==> config.mk <==
export PLATFORM = sky130hd
export DESIGN_NAME = cic_comp_fir_flat
export DESIGN_NICKNAME = d
export VERILOG_FILES = /design/src/rtl/cic_comp_fir_if.sv /design/src/rtl/cic_comp_fir.sv /design/src/flat_wrapper.sv
export SDC_FILE = /design/constraint.sdc
export NUM_CORES = 1
export LEC_CHECK = 0
export CAP_MARGIN = 20
export CORE_ASPECT_RATIO = 1.25
export CORE_UTILIZATION = 25
export DETAILED_ROUTE_END_ITERATION = 8
export GPL_TIMING_DRIVEN = 0
export HOLD_SLACK_MARGIN = 0.08
export PLACE_DENSITY = 0.42
export SLEW_MARGIN = 0
export SYNTH_ARGS = -nofsm -noshare
export SYNTH_HDL_FRONTEND = slang
export SYNTH_SLANG_ARGS = --single-unit
export TNS_END_PERCENT = 100
==> constraint.sdc <==
create_clock -name clk -period 9.6 [get_ports clk]
set_input_delay 1.92 -clock clk [delete_from_list [all_inputs] [get_ports clk]]
set_output_delay 1.92 -clock clk [all_outputs]
set_load 0.01 [all_outputs]
==> src/rtl/cic_comp_fir_if.sv <==
// Valid/ready sample stream into and out of the CIC compensation FIR.
interface cic_comp_fir_if #(
  parameter int unsigned DATA_WIDTH = 16
) ();
  logic                         in_valid;
  logic signed [DATA_WIDTH-1:0] in_data;
  logic                         in_ready;
  logic                         out_valid;
  logic signed [DATA_WIDTH-1:0] out_data;
  logic                         out_ready;

  modport master (
    output in_valid, output in_data, input in_ready,
    input out_valid, input out_data, output out_ready
  );

  modport slave (
    input in_valid, input in_data, output in_ready,
    output out_valid, output out_data, input out_ready
  );
endinterface

==> src/rtl/cic_comp_fir.sv <==
// 8-tap CIC droop compensation FIR, one serial MAC, one sample per 10 clocks.
// Define CIC_COMP_FIR_SAT_EN to saturate the output instead of wrapping it.
module cic_comp_fir #(
  parameter int unsigned DATA_WIDTH = 16,
  parameter int unsigned NUM_TAPS   = 8,
  parameter int unsigned COEF_FRAC  = 5
) (
  input  logic          clk,
  input  logic          reset,
  cic_comp_fir_if.slave bus
);

  localparam int unsigned ACC_W  = 36;
  localparam int unsigned COEF_W = 6;
  localparam int unsigned PROD_W = DATA_WIDTH + COEF_W;
  localparam int unsigned IDX_W  = $clog2(NUM_TAPS);

  localparam logic signed [ACC_W-1:0] RND = ACC_W'(2 ** (COEF_FRAC - 1));
`ifdef CIC_COMP_FIR_SAT_EN
  localparam logic signed [ACC_W-1:0] SAT_MAX =
    {{(ACC_W-DATA_WIDTH+1){1'b0}}, {(DATA_WIDTH-1){1'b1}}};
  localparam logic signed [ACC_W-1:0] SAT_MIN =
    {{(ACC_W-DATA_WIDTH+1){1'b1}}, {(DATA_WIDTH-1){1'b0}}};
`endif

  typedef enum logic [1:0] {
    ST_IDLE = 2'd0,
    ST_MAC  = 2'd1,
    ST_OUT  = 2'd2
  } state_e;

  state_e                       state_q, state_d;
  logic signed [DATA_WIDTH-1:0] taps_q [NUM_TAPS];
  logic signed [DATA_WIDTH-1:0] taps_d [NUM_TAPS];
  logic signed [ACC_W-1:0]      acc_q, acc_d;
  logic [IDX_W-1:0]             idx_q, idx_d;
  logic                         in_ready_q, in_ready_d;
  logic                         out_valid_q, out_valid_d;
  logic signed [DATA_WIDTH-1:0] out_data_q, out_data_d;

  logic                         accept_c;
  logic                         last_tap_c;
  logic signed [PROD_W-1:0]     prod_c;
  logic signed [ACC_W-1:0]      acc_sum_c;

  // Symmetric coefficients, sum 32 = unity DC gain with COEF_FRAC = 5.
  function automatic logic signed [COEF_W-1:0] coef(input logic [IDX_W-1:0] idx);
    logic signed [COEF_W-1:0] c;
    case (idx)
      IDX_W'(0), IDX_W'(7): c = COEF_W'(-1);
      IDX_W'(1), IDX_W'(6): c = COEF_W'(2);
      IDX_W'(2), IDX_W'(5): c = COEF_W'(-4);
      default:              c = COEF_W'(19);
    endcase
    return c;
  endfunction

  // Round half up, drop fraction bits, then clamp or wrap to the sample width.
  function automatic logic signed [DATA_WIDTH-1:0] scale(input logic signed [ACC_W-1:0] acc);
    logic signed [ACC_W-1:0] shifted;
    shifted = (acc + RND) >>> COEF_FRAC;
`ifdef CIC_COMP_FIR_SAT_EN
    if (shifted > SAT_MAX) begin
      shifted = SAT_MAX;
    end else if (shifted < SAT_MIN) begin
      shifted = SAT_MIN;
    end
`endif
    return DATA_WIDTH'(shifted);
  endfunction

  assign accept_c   = (state_q == ST_IDLE) && in_ready_q && bus.in_valid;
  assign last_tap_c = (idx_q == IDX_W'(NUM_TAPS - 1));
  assign prod_c     = PROD_W'(taps_q[idx_q]) * PROD_W'(coef(idx_q));
  assign acc_sum_c  = acc_q + ACC_W'(prod_c);

  // State register
  always_ff @(posedge clk or negedge reset) begin
    if (!reset) begin
      state_q <= ST_IDLE;
    end else begin
      state_q <= state_d;
    end
  end

  // Next-state logic
  always_comb begin
    state_d = state_q;
    unique case (state_q)
      ST_IDLE: if (accept_c)       state_d = ST_MAC;
      ST_MAC:  if (last_tap_c)     state_d = ST_OUT;
      ST_OUT:  if (bus.out_ready)  state_d = ST_IDLE;
      default:                     state_d = ST_IDLE;
    endcase
  end

  // Datapath and output next values
  always_comb begin
    taps_d      = taps_q;
    acc_d       = acc_q;
    idx_d       = idx_q;
    in_ready_d  = (state_d == ST_IDLE);
    out_valid_d = out_valid_q;
    out_data_d  = out_data_q;
    unique case (state_q)
      ST_IDLE: begin
        if (accept_c) begin
          taps_d[0] = bus.in_data;
          for (int unsigned i = 1; i < NUM_TAPS; i++) begin
            taps_d[i] = taps_q[i-1];
          end
          acc_d = '0;
          idx_d = '0;
        end
      end
      ST_MAC: begin
        acc_d = acc_sum_c;
        idx_d = idx_q + IDX_W'(1);
        // Final tap: publish the result on the same edge that enters OUT.
        if (last_tap_c) begin
          out_valid_d = 1'b1;
          out_data_d  = scale(acc_sum_c);
        end
      end
      ST_OUT: begin
        if (bus.out_ready) begin
          out_valid_d = 1'b0;
        end
      end
      default: begin
        out_valid_d = 1'b0;
      end
    endcase
  end

  // Datapath and output registers
  always_ff @(posedge clk or negedge reset) begin
    if (!reset) begin
      for (int unsigned i = 0; i < NUM_TAPS; i++) begin
        taps_q[i] <= '0;
      end
      acc_q       <= '0;
      idx_q       <= '0;
      in_ready_q  <= 1'b0;
      out_valid_q <= 1'b0;
      out_data_q  <= '0;
    end else begin
      taps_q      <= taps_d;
      acc_q       <= acc_d;
      idx_q       <= idx_d;
      in_ready_q  <= in_ready_d;
      out_valid_q <= out_valid_d;
      out_data_q  <= out_data_d;
    end
  end

  assign bus.in_ready  = in_ready_q;
  assign bus.out_valid = out_valid_q;
  assign bus.out_data  = out_data_q;

endmodule
==> src/flat_wrapper.sv <==
// flat-port wrapper written by rule: the top's interface ports become plain ports
module cic_comp_fir_flat 
#(
  parameter int unsigned DATA_WIDTH = 16,
  parameter int unsigned NUM_TAPS   = 8,
  parameter int unsigned COEF_FRAC  = 5
)
  (clk, reset, bus_in_valid, bus_in_data, bus_in_ready, bus_out_valid, bus_out_data, bus_out_ready);
  cic_comp_fir_if #(.DATA_WIDTH(DATA_WIDTH)) bus_i ();
  input  logic clk;
  input  logic reset;
  input wire logic [$bits(bus_i.in_valid)-1:0] bus_in_valid;
  input wire logic [$bits(bus_i.in_data)-1:0] bus_in_data;
  output wire logic [$bits(bus_i.in_ready)-1:0] bus_in_ready;
  output wire logic [$bits(bus_i.out_valid)-1:0] bus_out_valid;
  output wire logic [$bits(bus_i.out_data)-1:0] bus_out_data;
  input wire logic [$bits(bus_i.out_ready)-1:0] bus_out_ready;
  assign bus_i.in_valid = bus_in_valid;
  assign bus_i.in_data = bus_in_data;
  assign bus_in_ready = bus_i.in_ready;
  assign bus_out_valid = bus_i.out_valid;
  assign bus_out_data = bus_i.out_data;
  assign bus_i.out_ready = bus_out_ready;
  cic_comp_fir #(.DATA_WIDTH(DATA_WIDTH), .NUM_TAPS(NUM_TAPS), .COEF_FRAC(COEF_FRAC)) u_core (.clk(clk), .reset(reset), .bus(bus_i));
endmodule
==> results.md, run 1 <==
* Status: completed
* Utilization after layout at 29.2%
* Critical path arrival at 9.00 ns
* Fillers at 4940
* Fin nets at 1511
* Avg Inst Size Synth at 9.03 sq um
* Worst-skew pair later-pin latency at 0.45 ns
* DR WL met3 at 723 um
* Die H at 245 um
* HPWL after detailed placement at 26400 um
* Final Setup Violations at 0
* Drt first pass iters at 5
* Startpoint Class: flop
* First-pass GRT wire length at 54100 um
* Post-synth EDFFs at 0
* Mapped Nets at 1454
* Pins Over Slew Limit at 0
* Tmin final at 8.64 ns
* Port buffer count at 37
* DR WL/cell at 17.4 um
* Number of remaining DRC errors at 0
* Die area at 47900 sq um
* Worst hold path type: flop to flop
* Top_reg_cell synth: dfrtp_1
* Vias at 8756
* Pre-CTS WS at 0.261 ns
* Fmax at 0.116 GHz
* Req. time, crit path at 9.96 ns
* Kind of critical path: flop to flop
* Die extent in x at 196 um
* Largest stage delay on the critical path at 0.91 ns
* M1 WL at 14700 um
* Via density per instance at 4.47
* Seq/Total Area, Yosys at 36.6%
* Placed cell count at 1926
* Htree depth at 4
* Worst-Margin Slew at 1.02 ns
* Multi-input gate area at 6680 sq um
* Worst setup margin at 0.964 ns
* Period utilization at 90.0%
* CP Buf/Inv Count at 9
* WL met2 at 18000 um
* Reg-to-reg startpoint: u_core.idx_q[1]
* Core ar. at 46200 sq um
* TritonCTS buffer count at 17
* Cell Rows at 88
* Initial Utilization at 25.4%
* Relative slew slack at 32.0%
* Register area at 4300 sq um
* Root Buffer: clkbuf_16
* Worst r2r dst: u_core.bus.out_data[13]
* Worst-case reg-to-reg path depth at 25
* Grt ovf at 0
* Critical path fanouts, max at 19
* Layout cell share with drive strength beyond 1 at 7.29%
* Delay-heaviest family, CP: compound AO/OA/AOI/OAI gates
* CTS Hold Bufs at 0
* Asr flop ratio synth at 100%
* Skew final at 0.0164 ns
* GRT Overall Usage at 14.9%
* Sink Count at 172
* Flops & latches, synth at 172
* Post-Syn Instances at 1303
* YS warnings at 0
* Clock transition at the registers of the reported paths at 0.07 ns
* Critical path depth in cells at 25
* Post-Syn Area at 11800 sq um
* CP Capture Type: flop
* Remaining antenna violation count at 0
* Final Hold Viols at 0
* Ports at 38
* Worst Setup EP: u_core.bus.out_data[13]
* RSZ-0062 raised after global routing: false
* TritonCTS clock tree: done
* Vias in the first global route at 9166
* Netlist cell types at 66
* Top routing layer used: met4
* Routed wire length at 34100 um
* GP Congestion at 0.812
* Iter 0 DRT Violations at 456
* Synth-to-Final Area Change at 14.6%
* CP Launch Point: u_core.idx_q[1]
* Crit path top cell by count: inv_1
* Diodes inserted at 0
* Maximum clock path buffer count at 2
* Most frequent cells in the layout: nand2_1, dfrtp_1, inv_1
* Antenna violations before repair at 0
* Commonest non-fill, non-tap cell in the layout: nand2_1
* Max-cap viol count at 0
* Final cell count without fillers at 1957
* Largest net degree at the start of global routing at 114
* R2R setup slack at 0.96 ns
* Min Hold Slack at 0.473 ns
* Worst path slowest cell: a2111oi_2
flip-flops by register name (all words and copies together) (netlist names):
name / cells
u_core.bus.out_valid: 1
u_core.taps_q: 128
u_core.acc_q: 21
u_core.state_q: 2
u_core.bus.in_ready: 1
u_core.bus.out_data: 16
u_core.idx_q: 3
logic make-up (layout without fill, tap and decap cells):
| family | after synthesis | after routing | synth area share [%] |
|---|---|---|---|
| and+or+nand+nor | 605 | 605 | 21.3 |
| adders and majority gates | 131 | 131 | 19.0 |
| buffers and inverters | 204 | 273 | 6.61 |
| DFF | 172 | 172 | 36.6 |
| AOI/OAI and AO/OA | 109 | 109 | 6.25 |
| muxes | 54 | 54 | 8.14 |
| xor gates and xnor gates | 28 | 28 | 2.08 |
cell type report:
type | count | share of cell area, %
multi-input combinational | 927 | 49.6
inverter | 145 | 4.04
timing repair buffer | 39 | 3.10
clock inverter | 13 | 1.01
sequential | 172 | 31.9
buffer | 58 | 1.71
clock buffer | 18 | 3.26
tap | 585 | 5.43
repair_timing:
action                                  4_1_cts  5_1_grt
endpoints found under the hold margin         0        0
endpoints found under the setup margin        0        9
resized for setup                             0        2
setup buffers                                 0        0
synth_stat cells, types with 2 or more instances:
library cell / n / area share [%]
a2111o_1: 3 / 0.29
a211o_1: 2 / 0.15
a211oi_1: 5 / 0.32
a21boi_1: 2 / 0.13
a21o_1: 4 / 0.26
a21o_2: 3 / 0.22
a21oi_1: 13 / 0.55
a21oi_2: 2 / 0.15
a31oi_1: 6 / 0.32
and2_1: 8 / 0.43
and3_1: 5 / 0.27
buf_1: 10 / 0.32
clkbuf_1: 47 / 1.5
dfrtp_1: 172 / 37
fa_1: 80 / 14
ha_1: 51 / 5.4
inv_1: 145 / 4.6
mux2_2: 13 / 1.2
mux2i_1: 9 / 0.77
mux4_2: 32 / 6.1
nand2_1: 477 / 15
nand2b_1: 5 / 0.27
nand3_1: 24 / 1.0
nand4_1: 3 / 0.16
nand4b_1: 2 / 0.15
nor2_1: 39 / 1.2
nor2b_1: 7 / 0.37
nor3_1: 9 / 0.38
nor3b_1: 2 / 0.13
nor4_1: 5 / 0.27
o211ai_1: 5 / 0.32
o21a_1: 5 / 0.32
o21ai_0: 34 / 1.4
o21ai_1: 5 / 0.21
o21bai_1: 2 / 0.13
o31ai_1: 5 / 0.32
or2_2: 2 / 0.11
or3_1: 3 / 0.16
or4_1: 3 / 0.19
or4b_1: 2 / 0.17
xnor2_1: 22 / 1.6
xor2_1: 6 / 0.45
worst min path at each step:
stage	endpoint	startpoint	cells after the start
after detailed placement	u_core.taps_q[2]	u_core.taps_q[2]	2
final	u_core.bus.out_data[0]	u_core.bus.out_data[0]	2
after global routing	u_core.bus.out_data[7]	u_core.bus.out_data[7]	2
after CTS	u_core.taps_q[2]	u_core.taps_q[2]	2
after global placement	u_core.taps_q[15]	u_core.taps_q[15]	2
after floorplan	u_core.taps_q[0]	u_core.taps_q[0]	2
metal layers:
metal / GRT usage, % / vias to the layer above
li1: - / 4273
met1: 18.1 / 4333
met2: 27.4 / 117
met3: 2.03 / 33
met4: 4.04 / 0
met5: 0 / -
worst reg2reg max path, stage by stage (launching register included):
cell,delay [ns]
dfrtp_1,0.38
clkbuf_1,0.46
clkbuf_2,0.64
inv_1,0.21
ha_1,0.24
o31ai_1,0.62
inv_1,0.12
clkbuf_1,0.27
clkbuf_1,0.38
nand2_1,0.22
inv_1,0.07
fa_1,0.46
fa_1,0.52
fa_1,0.54
inv_1,0.05
fa_1,0.53
inv_1,0.04
ha_1,0.36
a21oi_1,0.23
nand2_1,0.10
o21a_2,0.28
o211a_1,0.24
a2111oi_2,0.91
nor4_1,0.21
a31o_2,0.31
a31oi_1,0.15
stage by stage:
| step | instance area, sq um | TNS (ns) |
|---|---|---|
| after detailed placement | 12900 | 0 |
| after global routing | 13500 | 0 |
| after global placement | 12900 | -224.82 |
| after floorplan | 11800 | 0 |
| final | 13500 | 0 |
| after CTS | 13500 | 0 |
Power of run 1 is not shown: default switching activity piles up to over one toggle a cycle in this logic, so the estimate is an artifact.
==> inputs of run 2 (changes only) <==
Settings changed: DONT_BUFFER_PORTS set to 1, PLACE_DENSITY 0.42 to 0.41.
==> run 2 against run 1 <==
Via count shrank 0.88%. Global-route usage is 0.16 points higher. Sequential share of layout area up 0.87 points. Worst setup slack worse by 0.30 ns. Clock skew fell by 0.00076 ns. Wire length increased by 1.5%. First-iteration DRC count down 14%. Cell count shrank 1.8%. Critical path depth increased by 1. Register-to-register slack got worse by 0.30 ns.
==> results.md, run 2 (synthesized netlist as in run 1, its figures left out) <==
* Iter 0 DRT Violations at 394 (-14%)
* Synth-to-Final Area Change at 11.6%
* Vias in the first global route at 9050 (-1.3%)
* Final Hold Viols at 0 (unchanged)
* Final Setup Violations at 0 (unchanged)
* Number of remaining DRC errors at 0 (unchanged)
* GRT Overall Usage at 15.1% (+0.16 points)
* Initial Utilization at 25.4% (unchanged)
* Max reg flops at 128 (unchanged)
* Tmin final at 8.93 ns (+0.296 ns)
* GP Congestion at 0.812 (about the same)
* Critical path arrival at 9.28 ns (+0.28 ns)
* Die H at 245 um (unchanged)
* Vias at 8679 (-0.88%)
* Largest net degree at the start of global routing at 173 (+52%)
* Worst-Margin Slew at 0.958 ns (-0.0603 ns)
* Worst-case reg-to-reg path depth at 26 (+4.0%)
* Core ar. at 46200 sq um (unchanged)
* R2R setup slack at 0.67 ns (-0.30 ns)
* Die area at 47900 sq um (unchanged)
* Pins Over Slew Limit at 0 (unchanged)
* Worst r2r dst: u_core.bus.out_data[15]
* Commonest non-fill, non-tap cell in the layout: nand2_1
* Layout cell share with drive strength beyond 1 at 7.34% (+0.047 points)
* Htree depth at 4 (unchanged)
* Via density per instance at 4.52 (+0.98%)
* Hold Startpoint: u_core.taps_q[0]
* TritonCTS clock tree: done
* Root Buffer: clkbuf_16
* HPWL after detailed placement at 26400 um (about the same)
* DR WL/cell at 18.0 um (+3.4%)
* Max-cap viol count at 0 (unchanged)
* Reg-to-reg startpoint: u_core.idx_q[1]
* First-pass GRT wire length at 54300 um (+0.34%)
* Status: completed
* Worst Hold Depth at 2 (unchanged)
* Remaining antenna violation count at 0 (unchanged)
* Drt first pass iters at 5 (unchanged)
* Cell Rows at 88 (unchanged)
* Period utilization at 93.0% (+3.1 points)
* Ports at 38 (unchanged)
* Antenna violations before repair at 1 (+1)
* RSZ-0062 raised after global routing: false
* Min Hold Slack at 0.475 ns (+0.00223 ns)
* Routed wire length at 34600 um (+1.5%)
* Fin nets at 1474 (-2.4%)
* Diodes inserted at 0 (unchanged)
* CP Launch Point: u_core.idx_q[1]
* TritonCTS buffer count at 17 (unchanged)
* Placed cell count at 1888 (-2.0%)
* Grt ovf at 0 (unchanged)
* Pre-CTS WS at 0.253 ns (-0.00745 ns)
* Final cell count without fillers at 1921 (-1.8%)
* Skew final at 0.0156 ns (-0.000755 ns)
* Worst setup margin at 0.668 ns (-0.296 ns)
* Worst hold path type: flop to flop
* Startpoint Class: flop
* Port buffer count at 0 (-100%)
* CP Capture Type: flop
* Kind of critical path: flop to flop
* Critical path fanouts, max at 10 (-9)
* Fmax at 0.112 GHz (-3.3%)
* Req. time, crit path at 9.95 ns (about the same)
* Maximum clock path buffer count at 2 (unchanged)
* Final setup TNS at 0 ns (unchanged)
* Biggest register: u_core.taps_q
* Sink Count at 172 (unchanged)
* Clock transition at the registers of the reported paths at 0.07 ns (about the same)
* Worst-skew pair later-pin latency at 0.45 ns (about the same)
* Die extent in x at 196 um (unchanged)
* Worst Hold End: u_core.taps_q[0]
* Most frequent cells in the layout: nand2_1, dfrtp_1, inv_1
* Relative slew slack at 36.1% (+4.2 points)
==> run 2: layer usage <==
| layer | GRT usage [%] | vias to the layer above | routed length, um |
|---|---|---|---|
| met4 | 3.61 | 0 | 451 |
| met3 | 1.96 | 23 | 780 |
| li1 | - | 4191 | - |
| met1 | 18.1 | 4354 | 15000 |
| met5 | 0 | - | 0 |
| met2 | 28.2 | 111 | 18400 |
==> run 2: through the flow <==
stage               utilization [%]  instance area [sq um]
floorplan                         -                  11800
global route                   28.4                  13100
detailed placement             27.0                  12500
finish                         28.4                  13100
global placement               27.0                  12500
CTS                            28.3                  13100
==> run 2: how the worst max path moves through the flow <==
stage,depth (start not counted),end
after detailed placement,26,u_core.bus.out_data[13]
final,26,u_core.bus.out_data[15]
after floorplan,26,u_core.bus.out_data[14]
after global routing,26,u_core.bus.out_data[15]
after global placement,26,u_core.bus.out_data[15]
after CTS,26,u_core.bus.out_data[13]
==> run 2: cell type report <==
class / count / area (sq um)
clock buffer: 18 / 429
fill: 4985 / 33100
buffer: 59 / 234
timing repair buffer: 1 / 11.3
multi-input combinational: 927 / 6700
tap: 585 / 732
clock inverter: 14 / 180
inverter: 145 / 544
sequential: 172 / 4300
==> run 2: worst max-delay path, stage by stage, from the launching register on <==
cell      delay, ns
dfrtp_1        0.39
clkbuf_1       0.44
clkbuf_1       0.60
clkbuf_2       0.42
inv_1          0.14
ha_1           0.22
o31ai_1        0.61
inv_1          0.11
clkbuf_1       0.27
clkbuf_1       0.38
nand2_1        0.22
inv_1          0.07
fa_1           0.47
fa_1           0.53
fa_1           0.55
inv_1          0.05
fa_1           0.53
inv_1          0.04
ha_1           0.36
and2_1         0.25
a21oi_1        0.30
o31ai_1        0.14
a211oi_1       0.36
xor2_1         0.23
or4_1          0.59
o31a_1         0.32
o31ai_1        0.22
==> run 2: what timing repair did <==
item                       CTS  global route
hold buffers                 0             0
gates resized for setup      0             3
buffers inserted             0             0
setup endpoints to repair    0             5
Power of run 2 is left out for the same reason.
